## src/rtl/adc_capture_frontend.sv

```systemverilog
// adc_capture_frontend
// Serial capture of two MSB-first ADC channels, parallel sample registers with
// load/hold/clear control, sticky magnitude trigger and post-trigger buffer count.
//
// Ports:
//   clk                  system clock, one serial bit per cycle
//   reset                synchronous, active-high
//   chip_select          active low, conversion in progress
//   data_input_sel       00/11 clear, 01 hold, 10 load new sample pair
//   adc_sdata_a/_b       serial data, channels A and B
//   threshold            unsigned trigger magnitude
//   sample_counter_14    conversion complete while chip_select stays low
//   triggered            sticky trigger flag
//   buffer_full_counter  sticky buffer-full flag
//   sample_a/_b          parallel samples
//   sample_valid         one-cycle strobe, new sample pair loaded
module adc_capture_frontend #(
  parameter int unsigned DATA_W    = 14,
  parameter int unsigned BUF_DEPTH = 1024
) (
  input  logic              clk,
  input  logic              reset,
  input  logic              chip_select,
  input  logic [1:0]        data_input_sel,
  input  logic              adc_sdata_a,
  input  logic              adc_sdata_b,
  input  logic [DATA_W-1:0] threshold,
  output logic              sample_counter_14,
  output logic              triggered,
  output logic              buffer_full_counter,
  output logic [DATA_W-1:0] sample_a,
  output logic [DATA_W-1:0] sample_b,
  output logic              sample_valid
);

  localparam int unsigned CntW = $clog2(DATA_W + 1);
  localparam int unsigned BufW = $clog2(BUF_DEPTH) + 1;
  localparam logic [CntW-1:0] CntFull = CntW'(DATA_W);
  localparam logic [CntW-1:0] CntLast = CntW'(DATA_W - 1);
  localparam logic [BufW-1:0] BufFull = BufW'(BUF_DEPTH);

  logic [CntW-1:0]   bit_cnt_q, bit_cnt_d;
  logic [DATA_W-1:0] shift_a_q, shift_a_d;
  logic [DATA_W-1:0] shift_b_q, shift_b_d;
  logic [DATA_W-1:0] sample_a_q, sample_a_d;
  logic [DATA_W-1:0] sample_b_q, sample_b_d;
  logic [BufW-1:0]   buf_cnt_q, buf_cnt_d;
  logic              armed_q, armed_d;
  logic              fresh_q, fresh_d;
  logic              valid_q, valid_d;
  logic              trig_q, trig_d;

  logic            clear, load, shifting, completing, hit;
  logic [DATA_W:0] ext_a, mag_a;

  always_comb begin
    clear      = (data_input_sel == 2'b00) || (data_input_sel == 2'b11);
    load       = (data_input_sel == 2'b10) && fresh_q;
    // armed_q blocks capture after reset until chip_select has been seen high,
    // so a conversion interrupted by reset cannot resume mid-word.
    shifting   = !chip_select && armed_q && (bit_cnt_q < CntFull);
    completing = shifting && (bit_cnt_q == CntLast);
    // One extra bit so the most negative code maps to its true magnitude.
    ext_a      = {shift_a_q[DATA_W-1], shift_a_q};
    mag_a      = ext_a[DATA_W] ? -ext_a : ext_a;
    hit        = mag_a >= {1'b0, threshold};
  end

  always_comb begin
    bit_cnt_d  = bit_cnt_q;
    shift_a_d  = shift_a_q;
    shift_b_d  = shift_b_q;
    armed_d    = armed_q;
    sample_a_d = sample_a_q;
    sample_b_d = sample_b_q;
    fresh_d    = fresh_q;
    valid_d    = 1'b0;
    trig_d     = trig_q;
    buf_cnt_d  = buf_cnt_q;

    if (chip_select) begin
      bit_cnt_d = '0;
      armed_d   = 1'b1;
    end else if (shifting) begin
      shift_a_d = {shift_a_q[DATA_W-2:0], adc_sdata_a};
      shift_b_d = {shift_b_q[DATA_W-2:0], adc_sdata_b};
      bit_cnt_d = bit_cnt_q + CntW'(1);
    end

    if (clear) begin
      sample_a_d = '0;
      sample_b_d = '0;
      fresh_d    = 1'b0;
      trig_d     = 1'b0;
      buf_cnt_d  = '0;
    end else begin
      if (load) begin
        sample_a_d = shift_a_q;
        sample_b_d = shift_b_q;
        valid_d    = 1'b1;
        fresh_d    = 1'b0;
        if (hit) begin
          trig_d = 1'b1;
        end
        if ((trig_q || hit) && (buf_cnt_q != BufFull)) begin
          buf_cnt_d = buf_cnt_q + BufW'(1);
        end
      end
      if (completing) begin
        fresh_d = 1'b1;
      end
    end
  end

  always_ff @(posedge clk) begin
    if (reset) begin
      bit_cnt_q  <= '0;
      shift_a_q  <= '0;
      shift_b_q  <= '0;
      armed_q    <= 1'b0;
      sample_a_q <= '0;
      sample_b_q <= '0;
      fresh_q    <= 1'b0;
      valid_q    <= 1'b0;
      trig_q     <= 1'b0;
      buf_cnt_q  <= '0;
    end else begin
      bit_cnt_q  <= bit_cnt_d;
      shift_a_q  <= shift_a_d;
      shift_b_q  <= shift_b_d;
      armed_q    <= armed_d;
      sample_a_q <= sample_a_d;
      sample_b_q <= sample_b_d;
      fresh_q    <= fresh_d;
      valid_q    <= valid_d;
      trig_q     <= trig_d;
      buf_cnt_q  <= buf_cnt_d;
    end
  end

  assign sample_counter_14   = (bit_cnt_q == CntFull) && !chip_select;
  assign triggered           = trig_q;
  assign buffer_full_counter = (buf_cnt_q == BufFull);
  assign sample_a            = sample_a_q;
  assign sample_b            = sample_b_q;
  assign sample_valid        = valid_q;

endmodule

```

## config.mk

```make
export PLATFORM = sky130hd
export DESIGN_NAME = adc_capture_frontend
export DESIGN_NICKNAME = d
export VERILOG_FILES = /design/src/rtl/adc_capture_frontend.sv
export SDC_FILE = /design/constraint.sdc
export NUM_CORES = 1
export LEC_CHECK = 0
export CAP_MARGIN = 20
export CORE_MARGIN = 1
export CORE_UTILIZATION = 54
export DETAILED_ROUTE_END_ITERATION = 6
export PLACE_DENSITY = 0.76
export SLEW_MARGIN = 10
export SYNTH_ARGS = -nofsm -noshare
export SYNTH_HDL_FRONTEND = slang
export SYNTH_SLANG_ARGS = --single-unit
```

## constraint.sdc

```tcl
create_clock -name clk -period 3.8 [get_ports clk]
set_clock_uncertainty 0.05 [all_clocks]
set_input_delay 0.95 -clock clk [delete_from_list [all_inputs] [get_ports clk]]
set_output_delay 0.95 -clock clk [all_outputs]
set_load 0.005 [all_outputs]
```

### Word level (Yosys, flattened, before mapping)

Index checks and enable logic that the tools add are counted.

* logic and storage cells: 42
* bits of input ports: 21
* output and inout port bits: 32
* flip-flop bits (word level): 75

* magnitude comparators: 2
* muxes and demuxes: 4
* equal/unequal tests: 6
* reduce and logical (&&, ||, !) cells: 16
* bitwise logic cells: 1
* add/subtract/negate cells: 3

Operators by type and width (count)
* 15-bit by 14-bit >= comparator with 1-bit output: 1
* 15-bit 2-to-1 mux: 1
* 15-bit negation: 1
* 11-bit by 1-bit adder with 11-bit output, second input constant: 1
* 11-bit == test, second input constant: 1
* 11-bit inequality test, second input constant: 1
* 4-bit == test, second input constant: 2
* 1-bit logical AND: 6
* 2-bit AND reduction: 3
* 4-bit by 1-bit adder with 4-bit output, second input constant: 1
* 2-bit == test, second input constant: 2
* 4-bit < comparator, second input constant: 1
* 2-bit OR reduction: 2
* 1-bit 2-to-1 mux: 3
* 2-bit zero test: 1
* 1-bit logical OR: 2
* 2-bit nonzero test: 1
* 1-bit zero test: 1
* 1-bit inverter: 1

### Longest topological paths before layout

Gate-level depths: netlist of run 1.

* depth in word-level cells: 6
* depth in mapped cells: 14

### Worst setup path after synthesis of run 1

No wires, ideal clock.

* kind: flip-flop to flip-flop
* from: register shift_a_q[2]
* to: register buf_cnt_q[10]
* arrival time: 3.157 ns
* library setup time: 0.070 ns
* clock period less this slack: 3.278 ns
* stages on the path, launching flop included: 13
* slack: 0.522 ns
* buffers on the path: 1
* cell sequence: dfxtp_1 > buf_2 > nor4_1 > nand2b_1 > or4_4 > o31ai_2 > xnor2_1 > ha_1 > nand3_1 > or3_1 > o22a_2 > or4_1 > a21oi_1

* cells in the longest elaborated chain, start to end: 6

Ends and longest elaborated chain
* start: declaration: RTL line 43 `logic [DATA_W-1:0] shift_a_q, shift_a_d;`
* start signal: assignment: RTL line 129 `shift_a_q <= shift_a_d;`
* 15-bit negation: RTL line 65 `mag_a = ext_a[DATA_W] ? -ext_a : ext_a;`
* 15-bit 2-to-1 mux *: RTL line 65
* 15-bit by 14-bit >= comparator with 1-bit output *: RTL line 66 `hit = mag_a >= {1'b0, threshold};`
* 1-bit logical OR *: RTL line 105 `if ((trig_q || hit) && (buf_cnt_q != BufFull)) begin`
* 1-bit logical AND *: RTL line 105
* 2-bit AND reduction (no source line) *
* end signal: assignment: RTL line 137 `buf_cnt_q <= buf_cnt_d;`
* end: declaration: RTL line 47 `logic [BufW-1:0] buf_cnt_q, buf_cnt_d;`

Every way passes the cells marked *; elsewhere a longest branch is shown, timed or not.
A chain may end at the register's enable or synchronous reset.

### Worst setup path after layout of run 1

* from: register shift_a_q[2]
* to: register buf_cnt_q[9]

Same word-level chain as after synthesis.

==> impl_metrics.json, run 1 <==
{
  "final_period_minus_worst_setup_slack_ns": 3.57,
  "syn-cell-area_um2": 3470,
  "final_common_cell": "nand2_1",
  "worstPathCellList": "nor4_1, nand2b_1, or4_4, o31ai_2, xnor2_1, ha_1, nand3_1, or3_1, o22a_2, or4_1, a21oi_1",
  "detail_route.wirelength_um": 7390,
  "hold_slack_ns": 0.405,
  "synth_edf_count": 0,
  "critPathLaunch": "shift_a_q[2]",
  "h-tree-depth": 3,
  "finalSetupTns_ns": 0,
  "area_of_the_core_region_um2": 6060,
  "postSynthRegisterBits": 75,
  "drtPass1Iterations": 4,
  "power.static_leakage_uw": 0.00152,
  "worst_ep_arrival_time_ns": 3.80,
  "synth.avg_cell_area_um2": 7.75,
  "hold_viol_final": 0,
  "cts_made_buffers": 9,
  "grt-ovfl-total": 0,
  "synth_flop_cell": "dfxtp_1",
  "layoutNonFillerInstCount": 568,
  "drt_first_iter_violations": 161,
  "report.final.setup_viol": 0,
  "cells_after_dpl": 552,
  "cts.path.max_buffers": 2,
  "nNetsFinal": 530,
  "cts_hold_buffers_added": 0,
  "synth.top_cell.area_share_pct": 43.3,
  "layout_cell_share_with_drive_strength_beyond_1_pct": 5.68,
  "clkLatencyLatePin_ns": 0.35,
  "worst_setup_hold_path_clk_slew_ns": 0.09,
  "critical_path.n_buffers_inverters": 0,
  "worst_r2r_startpoint": "shift_a_q[2]",
  "detailed_route_wire_length_per_cell_um": 13.0,
  "cts_tree": "yes",
  "timing.final.crit_share_pct": 93.9,
  "critical-path-slowest-cell": "or4_1",
  "path_delay_family": "simple AND/OR/NAND/NOR gates",
  "synthArstFlopShare_pct": 0,
  "top_level_ports": 53,
  "synthToLayoutAreaGrowth_pct": 22.0,
  "route.detailed.drc": 0,
  "cts_setup_buffers": 0,
  "track_usage_pct": 23.0,
  "worst_ep_required_time_ns": 4.03,
  "final_antenna_net_count": 0,
  "post_synth_main_area_contributors": "dfxtp_1 43%, nand2_1 14%, a21oi_1 10%, ha_1 7.6%, inv_1 2.6%",
  "maximum_number_of_pins_on_one_net_before_global_route_repair": 41,
  "die_width_um": 82.1,
  "place.gp.congestion": 0.860,
  "antenna_found_initial": 0,
  "worstHoldStart": "sample_a[4]",
  "path_class": "reg -> reg",
  "pin_slew_with_the_least_headroom_to_its_limit_ns": 0.765,
  "slowest_delay_ns": 0.54,
  "maxCapViolations": 0,
  "netlist-cell-type-count": 40,
  "worst_ir_drop_vdd_uv": 258,
  "sequential_element_share_of_the_synthesized_area_pct": 43.3,
  "final_cell_mix": "129 x nand2_1, 75 x dfxtp_1, 71 x a21oi_1",
  "finish.utilization_pct": 69.8,
  "power.density_cell_area_nw_per_um2": 357,
  "endpoint_kind": "flop",
  "outcome": "completed",
  "fp.dieH_um": 82.1,
  "initial_utilization_pct": 57.2,
  "critical_path.max_fanout": 18,
  "timing_max_transition_violations_final": 0,
  "via_count_of_the_first_global_routing_pass": 2703,
  "min_path_type": "reg -> reg",
  "post_cts_resize_count": 0,
  "worst-r2r-setup-slack_ns": 0.23,
  "placement_rows": 28,
  "max_freq_ghz": 0.280,
  "netlist_instances": 447,
  "setup.worst_path.start_class": "flop",
  "mapped_nets": 489,
  "ctsRootBufferMaster": "clkbuf_8",
  "max_slew_margin_pct": 49.0,
  "dr_total_vias": 3125,
  "routed_via_density": 5.50,
  "clock_sink_count": 75,
  "ys.warnings.count": 0,
  "netlist.top_cell.by_area": "dfxtp_1",
  "area_of_the_die_um2": 6740,
  "rsz_0062_raised_after_global_routing": "false",
  "port_buf_inserts": 52,
  "antenna_cells_inserted": 0,
  "detailed_placement_hpwl_um": 5030,
  "grt_pass1_wl_um": 11900
}
-- tightest hold or removal path: cells and delay by family (launching register included) --
kind,cells,cell delay (ns)
AO/OA/AOI/OAI,1,0.05
flip-flops,1,0.31
AND/OR/NAND/NOR,1,0.05
-- where the power goes --
group / internal [uW] / leakage [uW] / switching [uW] / total, uW
registers: 787 / 0.000604 / 2.70 / 790
clock network: 315 / 0.0000988 / 328 / 643
logic: 33.5 / 0.000813 / 43.8 / 77.4
-- final cells by class --
type	count	area (um2)
clock buffers	9	124
clock inverters	7	82.6
fillers	526	1830
inverters	24	90.1
multi-input cells	320	1770
flip-flops and latches	75	1500
well taps	75	93.8
repair buffers	58	566
-- kinds of logic (layout without fill, tap and decap cells) --
logic type | after synthesis | after routing | synth area share (%)
adder cells (fa/ha/maj) | 21 | 21 | 7.58
AND/OR/NAND/NOR | 183 | 183 | 23.1
buffers and inverters | 52 | 98 | 5.88
multiplexers | 1 | 1 | 0.289
AO/OA/AOI/OAI | 102 | 102 | 16.5
flip-flops | 75 | 75 | 43.3
XOR/XNOR | 13 | 13 | 3.29
-- worst paths after layout --
check,endpoint,depth (start not counted)
min,sample_a[4],2
min reg2reg,sample_a[4],2
max reg2reg,buf_cnt_q[9],11
max,buf_cnt_q[9],11
-- state kept, by name, indices dropped and copies added (netlist names) --
signal / count
shift_b_q: 14
sample_valid: 1
triggered: 1
shift_a_q: 14
fresh_q: 1
sample_a: 14
buf_cnt_q: 11
armed_q: 1
sample_b: 14
bit_cnt_q: 4
-- metrics by stage --
stage	setup slack [ns]	power (uW)	instance area, um2
2_1_floorplan	0.522	852	3470
3_3_place_gp	0.371	885	4020
3_5_place_dp	0.288	886	4020
4_1_cts	0.269	1520	4220
5_1_grt	0.0183	1560	4230
6_report	0.230	1510	4230
-- cells in the mapped netlist (3+ instances only) --
cell type	number
nand2_1	129
dfxtp_1	75
a21oi_1	71
inv_1	24
clkbuf_1	23
ha_1	21
o21ai_0	13
nand3_1	10
xnor2_1	10
nor2_1	8
or3_1	8
nand4_1	6
nor3_1	5
o31ai_1	5
buf_2	4
nand2b_1	3
or4_1	3
xor2_1	3
-- layer usage --
| layer | vias up | wire (um) | global-route usage [%] |
|---|---|---|---|
| met1 | 1459 | 3540 | 29.9 |
| met3 | 10 | 353 | 3.85 |
| met4 | 0 | 78 | 7.89 |
| met2 | 72 | 3420 | 38.3 |
| met5 | - | 0 | 0 |
| li1 | 1584 | - | - |
No activity file was read; power rests on OpenSTA's default activity.
==> inputs of run 2 (changes only) <==
--- a/config.mk
+++ b/config.mk
@@ -7,9 +7,10 @@
 export LEC_CHECK = 0
 export CAP_MARGIN = 20
 export CORE_MARGIN = 1
-export CORE_UTILIZATION = 54
+export CORE_UTILIZATION = 25
 export DETAILED_ROUTE_END_ITERATION = 6
-export PLACE_DENSITY = 0.76
+export MAX_ROUTING_LAYER = met4
+export PLACE_DENSITY = 0.39
 export SLEW_MARGIN = 10
 export SYNTH_ARGS = -nofsm -noshare
 export SYNTH_HDL_FRONTEND = slang
==> run 2 against run 1 <==
Clock power is 35% higher; sequential power is essentially flat; cell area rose by 5.3%; die area is 110% higher; highest routed layer unchanged; setup slack worse by 0.035 ns; combinational power grew 4.9%; critical path type unchanged.
==> impl_metrics.json, run 2 (same netlist as run 1, synthesis figures left out) <==
{
  "antenna_found_initial": 0,
  "area_of_the_die_um2": 14300,
  "topRoutingLayerUsed": "met4",
  "antenna_cells_inserted": 0,
  "dp_slack_ns": 0.209,
  "max_slew_margin_pct": 41.3,
  "detailed_route_wire_length_per_cell_um": 13.0,
  "detail_route.wirelength_um": 8670,
  "finish.instance_area_um2": 4450,
  "final_cell_mix": "129 x nand2_1, 75 x dfxtp_1, 71 x a21oi_1",
  "clock_sink_count": 75,
  "worst_ir_drop_vdd_uv": 214,
  "maxCapViolations": 0,
  "top_level_ports": 53,
  "critical_path.max_fanout": 18,
  "grt_pass1_wl_um": 14700,
  "nNetsFinal": 530,
  "power.static_leakage_uw": 0.00156,
  "layout_setup_ws_ns": 0.195,
  "ctsRootBufferMaster": "clkbuf_16",
  "layout_cell_share_with_drive_strength_beyond_1_pct": 5.49,
  "worstPathCellList": "nor4_1, nand2b_1, or4_4, o31ai_2, xnor2_1, ha_1, nand3_1, or3_1, o22a_2, or4_1, a21oi_1",
  "setup.worst_path.start_class": "flop",
  "final_antenna_net_count": 0,
  "die_width_um": 120,
  "timing_max_transition_violations_final": 0,
  "fp.dieH_um": 120,
  "critical-path-slowest-cell": "or4_1",
  "placement_rows": 42,
  "synthToLayoutAreaGrowth_pct": 28.4,
  "clkLatencyLatePin_ns": 0.33,
  "place.gp.congestion": 0.741,
  "worst-r2r-setup-slack_ns": 0.19,
  "port_buf_inserts": 52,
  "min_path_type": "reg -> reg",
  "power.density_cell_area_nw_per_um2": 391,
  "outcome": "completed",
  "final.fill_count": 1474,
  "finish.utilization_pct": 33.2,
  "rsz_0062_raised_after_global_routing": "false",
  "grt-ovfl-total": 0,
  "cts.path.max_buffers": 2,
  "track_usage_pct": 13.4,
  "finalSetupTns_ns": 0,
  "detailed_placement_hpwl_um": 5870,
  "final_common_cell": "nand2_1",
  "via_count_of_the_first_global_routing_pass": 2983,
  "pin_slew_with_the_least_headroom_to_its_limit_ns": 0.880,
  "area_of_the_core_region_um2": 13400,
  "initial_utilization_pct": 25.9,
  "h-tree-depth": 3,
  "met2_wirelength_from_detailed_routing_um": 3880,
  "hold_slack_ns": 0.402,
  "report.final.setup_viol": 0,
  "timing.final.crit_share_pct": 94.9,
  "max_freq_ghz": 0.277,
  "postPlaceCellArea_um2": 4140,
  "path_class": "reg -> reg",
  "worst_setup_hold_path_clk_slew_ns": 0.06,
  "met3_length_um": 333,
  "endpoint_kind": "flop",
  "drtPass1Iterations": 4,
  "cts_tree": "yes",
  "multi_input_area_um2": 1770,
  "drt-met1-wl_um": 4400,
  "final_period_minus_worst_setup_slack_ns": 3.61,
  "drt_first_iter_violations": 145,
  "dr_total_vias": 3071,
  "worst_ep_required_time_ns": 4.00,
  "seqCellArea_um2": 1500,
  "cts_setup_buffers": 0,
  "slowest_delay_ns": 0.54,
  "hold_viol_final": 0,
  "worst_ep_arrival_time_ns": 3.80,
  "routed_via_density": 4.60,
  "cts_made_buffers": 9,
  "maximum_number_of_pins_on_one_net_before_global_route_repair": 41,
  "route.detailed.drc": 0
}
[run 2: cell types whose count changed in the layout (fill, tap and decap cells not counted)]
cell       delta
clkbuf_16     +9
clkbuf_8      -7
inv_6         -3
clkinv_2      +1
inv_8         -1
[run 2: repair_timing]
| item | CTS | global route |
|---|---|---|
| hold buffers | 0 | 0 |
| setup endpoints to repair | 0 | 3 |
| resized for setup | 0 | 1 |
[run 2: routing by layer]
layer,up-vias,GRT usage (%)
li1,1584,-
met1,1415,17.3
met2,66,20.7
met3,6,3.52
met4,0,3.75
met5,-,-
[run 2: area by class of cell]
type / count / share of cell area (%)
clock buffer: 11 / 5.68
clock inverter: 4 / 1.12
inverter: 24 / 2.02
multi-input combinational: 320 / 39.8
sequential: 75 / 33.7
tap: 176 / 4.95
timing repair buffer: 58 / 12.7
[run 2: critical path, delay by kind of cell, from the launching register on]
| family | cells | cell delay [ns] |
|---|---|---|
| compound gates | 3 | 0.67 |
| xor+xnor | 1 | 0.09 |
| simple gates | 6 | 2.01 |
| fa+ha+maj | 1 | 0.31 |
| flops | 1 | 0.38 |
[run 2: metrics by stage]
step / std cells / total power, uW
after global routing: 668 / 1810
after CTS: 668 / 1770
after detailed placement: 653 / 892
final: 668 / 1740
after global placement: 653 / 890
after floorplan: 447 / 852
[run 2: where the power goes]
group / internal (uW) / total (uW) / switching, uW
clock: 539 / 866 / 327
combinational: 33.1 / 81.2 / 48.0
sequential: 789 / 791 / 2.72
total: 1360 / 1740 / 377
[run 2: path summary, 6_finish.rpt]
path	startpoint	to	cells after the start
setup / recovery	shift_a_q[2]	buf_cnt_q[10]	11
hold / removal	sample_a[10]	sample_a[10]	2
setup reg to reg	shift_a_q[2]	buf_cnt_q[10]	11
hold reg to reg	sample_a[10]	sample_a[10]	2
